<file path="src/rtl/sprite_draw_pipeline.sv">
// Two-stage pixel pipeline drawing one bouncing bordered square sprite
// over a solid background, delay-matched with the sync/data-enable path.
module sprite_draw_pipeline #(
    parameter int          COORDINATE_WIDTH = 10,
    parameter int          H_ACTIVE         = 640,
    parameter int          V_ACTIVE         = 480,
    parameter int          SPRITE_SIZE      = 32,
    parameter int          STEP             = 2,
    parameter int          START_X          = 304,
    parameter int          START_Y          = 224,
    parameter logic [11:0] BG_COLOR         = 12'h113,
    parameter logic [11:0] FILL_COLOR       = 12'hF80,
    parameter logic [11:0] BORDER_COLOR     = 12'hFFF,
    parameter logic        SYNC_RESET_LEVEL = 1'b1
) (
    input  logic                        clk,
    input  logic                        pixel_reset,
    input  logic                        horiz_sync_in,
    input  logic                        vert_sync_in,
    input  logic                        data_enable_in,
    input  logic [COORDINATE_WIDTH-1:0] horiz_pos,
    input  logic [COORDINATE_WIDTH-1:0] vert_pos,
    input  logic                        move_en,
    output logic                        horiz_sync_out,
    output logic                        vert_sync_out,
    output logic                        data_enable_out,
    output logic [3:0]                  red,
    output logic [3:0]                  green,
    output logic [3:0]                  blue,
    output logic [COORDINATE_WIDTH-1:0] sprite_x,
    output logic [COORDINATE_WIDTH-1:0] sprite_y
);

    localparam int CW = COORDINATE_WIDTH;

    typedef logic [CW:0] ext_t;

    localparam ext_t          L_LAST   = ext_t'(SPRITE_SIZE - 1);
    localparam ext_t          L_STEP   = ext_t'(STEP);
    localparam ext_t          L_MAX_X  = ext_t'(H_ACTIVE - SPRITE_SIZE);
    localparam ext_t          L_MAX_Y  = ext_t'(V_ACTIVE - SPRITE_SIZE);
    localparam logic [CW-1:0] L_TICK_H = CW'(H_ACTIVE - 1);
    localparam logic [CW-1:0] L_TICK_V = CW'(V_ACTIVE - 1);
    localparam logic [CW-1:0] L_STEP_C = CW'(STEP);

    // Returns {dir_negative, position} after one bounce-aware step.
    function automatic logic [CW:0] f_step(
        input logic [CW-1:0] pos,
        input logic          neg,
        input ext_t          max
    );
        ext_t pos_ext;
        pos_ext = {1'b0, pos};
        if (!neg) begin
            if (pos_ext + L_STEP >= max)
                return {1'b1, max[CW-1:0]};
            return {1'b0, pos + L_STEP_C};
        end
        if (pos_ext <= L_STEP)
            return {1'b0, {CW{1'b0}}};
        return {1'b1, pos - L_STEP_C};
    endfunction

    logic [CW-1:0] r_sprite_x;
    logic [CW-1:0] r_sprite_y;
    logic          r_dir_x_neg;
    logic          r_dir_y_neg;

    logic          r_hs1;
    logic          r_vs1;
    logic          r_de1;
    logic          r_in_box1;
    logic          r_on_border1;

    logic          r_hs2;
    logic          r_vs2;
    logic          r_de2;
    logic [11:0]   r_rgb;

    ext_t          w_h;
    ext_t          w_v;
    ext_t          w_x;
    ext_t          w_y;
    ext_t          w_x_end;
    ext_t          w_y_end;
    logic          w_in_x;
    logic          w_in_y;
    logic          w_in_box;
    logic          w_on_border;
    logic          w_tick;
    logic          w_move;
    logic [CW:0]   w_step_x;
    logic [CW:0]   w_step_y;
    logic [11:0]   w_rgb;

    // Extended widths keep sprite_x+SPRITE_SIZE-1 from wrapping.
    assign w_h     = {1'b0, horiz_pos};
    assign w_v     = {1'b0, vert_pos};
    assign w_x     = {1'b0, r_sprite_x};
    assign w_y     = {1'b0, r_sprite_y};
    assign w_x_end = w_x + L_LAST;
    assign w_y_end = w_y + L_LAST;

    assign w_in_x   = (w_h >= w_x) && (w_h <= w_x_end);
    assign w_in_y   = (w_v >= w_y) && (w_v <= w_y_end);
    assign w_in_box = w_in_x && w_in_y;

    assign w_on_border = w_in_box &&
                         ((w_h == w_x) || (w_h == w_x_end) ||
                          (w_v == w_y) || (w_v == w_y_end));

    assign w_tick = data_enable_in &&
                    (horiz_pos == L_TICK_H) &&
                    (vert_pos == L_TICK_V);
    assign w_move = w_tick && move_en;

    assign w_step_x = f_step(r_sprite_x, r_dir_x_neg, L_MAX_X);
    assign w_step_y = f_step(r_sprite_y, r_dir_y_neg, L_MAX_Y);

    always_comb begin
        w_rgb = BG_COLOR;
        if (!r_de1)
            w_rgb = 12'h000;
        else if (r_on_border1)
            w_rgb = BORDER_COLOR;
        else if (r_in_box1)
            w_rgb = FILL_COLOR;
    end

    // The tick pixel is compared against the old position in stage 1
    // while the position registers update at the same edge.
    always_ff @(posedge clk or posedge pixel_reset) begin
        if (pixel_reset) begin
            r_sprite_x  <= CW'(START_X);
            r_sprite_y  <= CW'(START_Y);
            r_dir_x_neg <= 1'b0;
            r_dir_y_neg <= 1'b0;
        end else if (w_move) begin
            {r_dir_x_neg, r_sprite_x} <= w_step_x;
            {r_dir_y_neg, r_sprite_y} <= w_step_y;
        end
    end

    always_ff @(posedge clk or posedge pixel_reset) begin
        if (pixel_reset) begin
            r_hs1        <= SYNC_RESET_LEVEL;
            r_vs1        <= SYNC_RESET_LEVEL;
            r_de1        <= 1'b0;
            r_in_box1    <= 1'b0;
            r_on_border1 <= 1'b0;
        end else begin
            r_hs1        <= horiz_sync_in;
            r_vs1        <= vert_sync_in;
            r_de1        <= data_enable_in;
            r_in_box1    <= w_in_box;
            r_on_border1 <= w_on_border;
        end
    end

    always_ff @(posedge clk or posedge pixel_reset) begin
        if (pixel_reset) begin
            r_hs2 <= SYNC_RESET_LEVEL;
            r_vs2 <= SYNC_RESET_LEVEL;
            r_de2 <= 1'b0;
            r_rgb <= 12'h000;
        end else begin
            r_hs2 <= r_hs1;
            r_vs2 <= r_vs1;
            r_de2 <= r_de1;
            r_rgb <= w_rgb;
        end
    end

    assign horiz_sync_out  = r_hs2;
    assign vert_sync_out   = r_vs2;
    assign data_enable_out = r_de2;
    assign red             = r_rgb[11:8];
    assign green           = r_rgb[7:4];
    assign blue            = r_rgb[3:0];
    assign sprite_x        = r_sprite_x;
    assign sprite_y        = r_sprite_y;

endmodule

</file>
<file path="config.mk">
export PLATFORM = sky130hd
export DESIGN_NAME = sprite_draw_pipeline
export DESIGN_NICKNAME = d
export VERILOG_FILES = /design/src/rtl/sprite_draw_pipeline.sv
export SDC_FILE = /design/constraint.sdc
export NUM_CORES = 1
export LEC_CHECK = 0
export BUFFER_PORTS_ARGS = -buffer_cell sky130_fd_sc_hd__buf_2
export CAP_MARGIN = 40
export CORE_MARGIN = 2
export CORE_UTILIZATION = 50
export CTS_CLUSTER_SIZE = 25
export DETAILED_ROUTE_END_ITERATION = 10
export PLACE_DENSITY_LB_ADDON = 0.1
export SETUP_SLACK_MARGIN = 0.05
export SYNTH_ARGS = -nofsm -noshare
export SYNTH_HDL_FRONTEND = slang
export SYNTH_SLANG_ARGS = --single-unit
</file>
<file path="constraint.sdc">
create_clock -name clk -period 2.9 [get_ports clk]
set_input_delay 0.145 -clock clk [delete_from_list [all_inputs] [get_ports clk]]
set_output_delay 0.145 -clock clk [all_outputs]
set_load 0.05 [all_outputs]
</file>
After elaboration in Yosys (flattened, before gate mapping). Index checks and enable logic that the tools add are counted.

Register bits: 42.

Add/sub/neg operators: 8. Magnitude comparators: 8. Equality and inequality tests: 6. Multiplexer cells: 23. Reductions and logical operators: 10.

Operators by type and width (count): 11-bit 2-to-1 mux (12); 12-bit 2-to-1 mux (3); 10-bit by 2-bit adder with 11-bit output, second input constant (2); 10-bit by 5-bit adder with 11-bit output, second input constant (2); 10-bit by 11-bit == test with 1-bit output (2); 10-bit by 11-bit <= comparator with 1-bit output (2); 10-bit by 2-bit adder with 10-bit output, second input constant (2); 10-bit == test (2); 10-bit greater-or-equal comparator (2); 10-bit by 2-bit <= comparator with 1-bit output, second input constant (2); 10-bit by 2-bit subtractor with 10-bit output, second input constant (2); 11-bit by 10-bit greater-or-equal comparator with 1-bit output, second input constant (1); 11-bit by 9-bit greater-or-equal comparator with 1-bit output, second input constant (1); 10-bit == test, second input constant (1); 10-bit by 9-bit == test with 1-bit output, second input constant (1); 1-bit 2-to-1 mux (8); 1-bit logical AND (7); 1-bit logical OR (3).

Logic depth before layout (Yosys ltp). Gate-level depths: netlist of run 1.

Word-level depth: 9. Gate-level depth with buffers: 13.

Worst setup path before layout of run 1. No wires, ideal clock.

Path kind: register to register. From: reg r_sprite_y[1] (netlist: sprite_y[1]). To: reg r_on_border1. Arrival: 2.810 ns. Data required time: 2.823 ns. Setup slack: 0.012 ns. Stages on the path, launching flop included: 13. Path buffers: 1. Period minus slack after synthesis: 2.888 ns. Cells stage by stage: dfrtp_1 buf_2 inv_1 ha_1 nand3_1 nand3_1 xnor2_1 ha_1 nand4_1 nor3_1 a221oi_1 mux2_2 a21oi_1.

Longest elaborated chain between the ends: 5.

RTL lines: start, declared (RTL line 65) `logic [CW-1:0] r_sprite_y;`; start signal, assigned (RTL line 135) `r_sprite_y <= CW'(START_Y);`; start signal, assigned (RTL line 140) `{r_dir_y_neg, r_sprite_y} <= w_step_y;`; 10-bit by 5-bit adder with 11-bit output (RTL line 102) `assign w_y_end = w_y + L_LAST;`; 10-bit by 11-bit <= comparator with 1-bit output (RTL line 105) `assign w_in_y = (w_v >= w_y) && (w_v <= w_y_end);`; 1-bit logical AND (RTL line 105); 1-bit logical AND (RTL line 106) `assign w_in_box = w_in_x && w_in_y;`; 1-bit logical AND (*) (RTL line 108) `assign w_on_border = w_in_box &&`; net w_on_border (RTL line 89) `logic w_on_border;`; end signal, assigned (RTL line 156) `r_on_border1 <= w_on_border;`; end, declared (RTL line 73) `logic r_on_border1;`.

Mark *: on every way through the listed nets, which the timed path passes. The rest lies on a longest branch. A chain may end at the register's enable or synchronous reset.

Worst setup path after layout of run 1. Ends and elaborated chain as after synthesis.

==> impl_metrics.ini, run 1 <==
[cts]
cts_sinks = 31
clock_latency_ns = 0.29
ctsRootBufferMaster = clkbuf_8
cts_max_level = 2
cts_made_buffers = 5
cts_tree = built
cts.path.max_buffers = 2
clk_pin_slew_worst_paths_ns = 0.07

[grt]
gr-total-overflow = 0
grt_max_degree = 22
antenna_found_initial = 0
gr-usage-all-layers_pct = 25.3
grt_first_pass_wirelength_mm = 14.9
grt_pass1_vias = 2950

[timing]
fin_skew_ns = 0.00991
rsz0062_at_grt = false
setup_tns_ns = 0
max_clock_freq_mhz = 395
slew_viol_final = 0
final_hold_viol_count = 0
fin_crit_sh_pct = 87.2
setup_violations = 0
worstMarginPinSlew_ns = 0.588
whs_ns = 0.338
relSlewSlack_pct = 60.8
period_needed_ns = 2.53

[logic_synthesis]
synth_commonest_cells = ha_1 (44), a21oi_1 (27), nor2_1 (26)
syn_inst = 404
synth_seq_cells = 31
synth_cell_types = 68
synth_area_sq_um = 3350
synth_top_cells_by_area = ha_1 (16%), dfrtp_1 (16%), dfstp_2 (7.8%), a21oi_1 (4.0%), xnor2_1 (3.9%)
async_reset_ff_share_pct = 100
ys.flop_type = dfrtp_1
yosysMostFrequentCell = ha_1
syn_avg_cell_area_sq_um = 8.30
synth_largest_area_cell = ha_1
seq_area_frac_synth_pct = 23.5
ys.warnings.count = 0
synth_edf_count = 0
synth_top_area_share_pct = 16.4

[critical_path]
path_depth = 11
end_kind = register
cp.required_ns = 3.11
crit_type = register to register
crit_buf_inv = 1
cp_max_fo = 8
crit_path_start = sprite_y[1]
r2r_start = sprite_y[1]
cpLargestDelayFamily = simple AND/OR/NAND/NOR gates
path_cells = inv_1, ha_1, nand3_1, nand3_1, xnor2_1, ha_1, nand4_1, nor3_1, a221oi_1, mux2_2, a21oi_1
crit_path_max_incr_delay_ns = 0.44
reg2reg_depth = 11
cp-start-kind = register
cp_slowest_cell = dfrtp_2
arrival_ns = 2.74

[finish]
drive_gt1_share_pct = 23.7
nets = 524
area_growth_syn_to_layout_pct = 13.0
antenna_cells = 0

[floorplanning]
rows = 29
io_pins = 61
initial_core_util_pct = 52.2
die-area_sq_um = 7370
core_area_sq_um = 6420
die_w_um = 85.9
die_h_um = 85.9

[power]
peakVddDrop_v = 0.000296
p_per_area_nw_per_um2 = 274
p_leak_nw = 1.70

[hold_path]
hp-start = horiz_pos[9]
hold_path_class = input port to register
whs_path_depth = 5

[detailed_routing]
drtPass1Iterations = 8
num_vias = 3279
drc_errors = 4
routedWlPerCell_um = 17.1
via_per_inst = 6.16
drt-total-wl_mm = 9.10
postRouteAntennaNets = 0
dr.first_iter.drc_count = 196

[status]
status = complete, but fails checks
violations = design-rule violations

[place]
io_buffers = 58
place.gp.congestion = 0.939
post-dp-hpwl_mm = 6.98

[job]
drv_cap = 0
[cell type report]
type                    instances  area, sq um
multi-input cells             313         2240
clock inverters                 2         35.0
fillers                       601         2640
inverters                      25         93.8
clock buffers                   6         82.6
well taps                      77         96.3
flip-flops and latches         31          791
repair buffers                 78          450
[stage by stage]
stage	utilization (%)	setup slack (ns)	area, sq um	cells	total power, mW
final	59.0	0.370	3790	532	1.04
after global routing	59.0	0.121	3790	532	1.08
after CTS	58.5	0.212	3750	528	1.05
after detailed placement	56.0	0.234	3600	516	0.586
after global placement	56.0	0.359	3600	516	0.584
after floorplan	-	0.0723	3360	405	0.542
[routing by layer]
layer  up-vias  share of wire (%)  global-route usage, %
li1       1579                  -                      -
met4         0                1.3                   5.77
met3        15                5.8                   4.91
met2       121                 49                   42.5
met5         -                  0                      0
met1      1564                 44                   33.6
[final timing paths]
kind	end	slack, ns
worst max-delay path	r_on_border1	0.37
worst min-delay path	r_in_box1	0.34
worst max register to register	r_on_border1	0.37
worst min register to register	horiz_sync_out	0.36
max in group asynchronous	sprite_y[6]	1.81
min in group asynchronous	sprite_y[9]	0.39
[cell families after synthesis]
logic type | share of synthesized area, %
other | 0.112
and+or+nand+nor | 22.8
DFF | 23.5
AOI/OAI and AO/OA | 22.0
xor gates and xnor gates | 3.92
buffers and inverters | 9.85
muxes | 1.38
adders and majority gates | 16.4
[power breakdown]
part / total (mW) / internal, mW / switching (mW)
sequential: 0.443 / 0.441 / 0.00244
combinational: 0.140 / 0.0507 / 0.0892
clock: 0.455 / 0.278 / 0.177
[registers in the layout (all words and copies together) (netlist names)]
name            count
r_hs1               1
r_on_border1        1
r_vs1               1
vert_sync_out       1
r_dir_y_neg         1
sprite_x            9
r_rgb               4
r_dir_x_neg         1
sprite_y            9
r_de1               1
horiz_sync_out      1
r_in_box1           1
[worst register-to-register path, delay by kind of cell (launching register included)]
kind	cells	cell delay, ns
xor gates and xnor gates	1	0.15
AOI/OAI and AO/OA	2	0.29
DFF	1	0.44
buffers and inverters	1	0.10
and+or+nand+nor	4	0.66
adders and majority gates	2	0.54
muxes	1	0.28
[cell usage in the layout (no fill, tap or decap), types with 3 or more instances in the layout]
cell type and n:
buf_2 58, ha_1 44, a21oi_1 27, nor2_1 26, o21ai_0 25, inv_1 25, nand2_1 23, dfrtp_1 19
nand3_1 17, nor3_1 16, buf_4 16, xnor2_1 15, a211oi_1 13, nand4_1 11, dfstp_2 10, o211ai_1 7
clkbuf_8 6, a21o_1 5, a211o_1 4, a31oi_1 4, and4_1 4, a22o_1 4, dlygate4sd3_1 4, nand2b_1 3
nand4b_1 3, nor4_1 3, and2_1 3, and3_1 3, or4_1 3
[repair_timing]
action,in CTS,in global routing
resized for setup,0,1
endpoints found under the hold margin,7,0
setup buffers,0,4
hold buffers,4,0
setup endpoints to repair,0,2
No activity file was read; power rests on OpenSTA's default activity.
==> run 2: changes to the inputs <==
Settings changed: ABC_AREA set to 1.
==> run 2 against run 1 <==
The run now ends clean; highest routed layer unchanged; critical path type unchanged; critical endpoint unchanged; final cell count up 22%; largest power group unchanged; global-route usage down 0.98 points; hold slack worse by 0.33 ns; worst setup slack better by 0.010 ns; utilization down 0.60 points; wire length down 3.1%; sequential power about the same.
==> impl_metrics.ini, run 2 <==
[detailed_routing]
drtPass1Iterations = 5
drc_errors = 0
dr.first_iter.drc_count = 154
num_vias = 3361
routedWlPerCell_um = 13.6
postRouteAntennaNets = 0
via_per_inst = 5.19
drt-total-wl_mm = 8.82

[logic_synthesis]
synth_cell_types = 38
synth_commonest_cells = nand2_1 (126), inv_1 (63), nor2_1 (61)
syn_inst = 511
yosysMostFrequentCell = nand2_1
synth_seq_cells = 31
synth_edf_count = 0
synth_largest_area_cell = ha_1
syn_avg_cell_area_sq_um = 6.80
ys.flop_type = dfrtp_1
seq_area_frac_synth_pct = 22.7
synth_top_cells_by_area = ha_1 (16%), dfrtp_1 (15%), nand2_1 (14%), dfstp_2 (7.6%), inv_1 (6.8%)
synth_top_area_share_pct = 15.8
ys.warnings.count = 0
async_reset_ff_share_pct = 100
synth_area_sq_um = 3480

[critical_path]
cp_slowest_cell = dfrtp_1
end_kind = register
cp-start-kind = register
cp_max_fo = 7
arrival_ns = 2.73
cp.required_ns = 3.11
crit_type = register to register
path_cells = inv_1, ha_1, nand2_1, inv_1, nor2_1, xor2_1, ha_1, nand3_1, nor2_1, nand2_1, nand3_1, nand2_1, nand2_1, a21oi_1, nand2_1, nor2_1
cpMostUsedCell = nand2_1
cpLargestDelayFamily = simple AND/OR/NAND/NOR gates
crit_path_max_incr_delay_ns = 0.48
crit_buf_inv = 2

[floorplanning]
io_pins = 61
rows = 30
die_h_um = 87.4
die_w_um = 87.4
initial_core_util_pct = 51.5
die-area_sq_um = 7640
core_area_sq_um = 6760

[place]
place_inst = 636
io_buffers = 58
dp_slack_ns = 0.407
place.gp.congestion = 0.923
post-dp-hpwl_mm = 7.31

[grt]
antenna_found_initial = 0
grt_max_degree = 20
gr-total-overflow = 0
grt_first_pass_wirelength_mm = 14.7
grt_pass1_vias = 3207
gr-usage-all-layers_pct = 24.3

[timing]
setup_tns_ns = 0
whs_ns = 0.0119
period_needed_ns = 2.52
slew_viol_final = 0
setup_violations = 0
rsz0062_at_grt = false
fin_crit_sh_pct = 86.9
max_clock_freq_mhz = 397
fin_skew_ns = 0.00771
final_hold_viol_count = 0
worst_slack_ns = 0.380

[power]
peakVddDrop_v = 0.000219
p_leak_nw = 2.09
power_mw = 1.06
p_per_area_nw_per_um2 = 269

[finish]
drive_gt1_share_pct = 20.1
final_cell_mix = nand2_1 (126), inv_1 (63), nor2_1 (61)
area_growth_syn_to_layout_pct = 13.4
mostFrequentLayoutCell = nand2_1
final_cells = 647
n_fill_cell = 689
antenna_cells = 0
nets = 636

[status]
status = completed

[cts]
clk_pin_slew_worst_paths_ns = 0.07
cts_setup_buffers = 0
cts_tree = built
ctsRootBufferMaster = clkbuf_8
cts_max_level = 2
cts_sinks = 31
clock_latency_ns = 0.29
cts.path.max_buffers = 2
cts_made_buffers = 5
ctsHoldBuffers = 3
cts_resized = 0

[hold_path]
hold_path_class = input port to register

[job]
drv_cap = 0
run 2: changes by cell type after synthesis, sizes merged, moves of 11 or more:
| cell | change |
|---|---|
| a211oi | -13 |
| buf | -12 |
| inv | +44 |
| nand2 | +108 |
| nand3 | +19 |
| nor2 | +45 |
| nor3 | -11 |
| xnor2 | -13 |
| xor2 | +20 |
run 2: logic make-up after synthesis:
kind of cell	after synthesis	synth area share, %
compound gates	60	10.0
xor+xnor	22	5.54
fa+ha+maj	44	15.8
buf+inv	89	11.4
flops	31	22.7
other cells	1	0.108
simple gates	264	34.4
run 2: area by class of cell:
class	count	area [sq um]	area share, %
clock buffers	6	82.6	2.09
inverters	70	263	6.66
multi-input cells	392	2300	58.2
well taps	80	100	2.54
clock inverters	2	35.0	0.889
flip-flops and latches	31	788	20.0
repair buffers	66	378	9.58
run 2: path summary, 6_finish.rpt:
path	from	to	slack (ns)	cells after the start
min in group asynchronous	pixel_reset	sprite_x[6]	0.39	3
worst max register to register	sprite_y[1]	r_on_border1	0.38	16
worst min-delay path	data_enable_in	r_de1	0.01	1
worst max-delay path	sprite_y[1]	r_on_border1	0.38	16
max in group asynchronous	pixel_reset	horiz_sync_out	1.85	5
worst min register to register	r_hs1	horiz_sync_out	0.36	0
run 2: worst register-to-register path: stages, from the launching register on:
cell	delay, ns
dfrtp_1	0.48
inv_1	0.18
ha_1	0.26
nand2_1	0.13
inv_1	0.08
nor2_1	0.13
xor2_1	0.18
ha_1	0.26
nand3_1	0.07
nor2_1	0.06
nand2_1	0.07
nand3_1	0.07
nand2_1	0.06
nand2_1	0.05
a21oi_1	0.18
nand2_1	0.09
nor2_1	0.09
run 2: metal layers:
metal / up-vias / global-route usage (%) / wire, um
li1: 1752 / - / -
met1: 1512 / 30.5 / 3860
met2: 78 / 42.9 / 4380
met3: 19 / 3.03 / 375
met4: 0 / 7.83 / 201
met5: - / 0 / 0
run 2: power by group:
| part | internal (mW) | switching (mW) |
|---|---|---|
| Combinational | 0.0584 | 0.109 |
| Clock | 0.278 | 0.170 |
| Sequential | 0.441 | 0.00256 |
| Total | 0.777 | 0.282 |
run 2: metrics by stage:
stage,instance area [sq um],utilization [%]
after floorplan,3480,-
after detailed placement,3790,56.2
after CTS,3940,58.4
after global routing,3940,58.4
after global placement,3770,55.8
final,3940,58.4
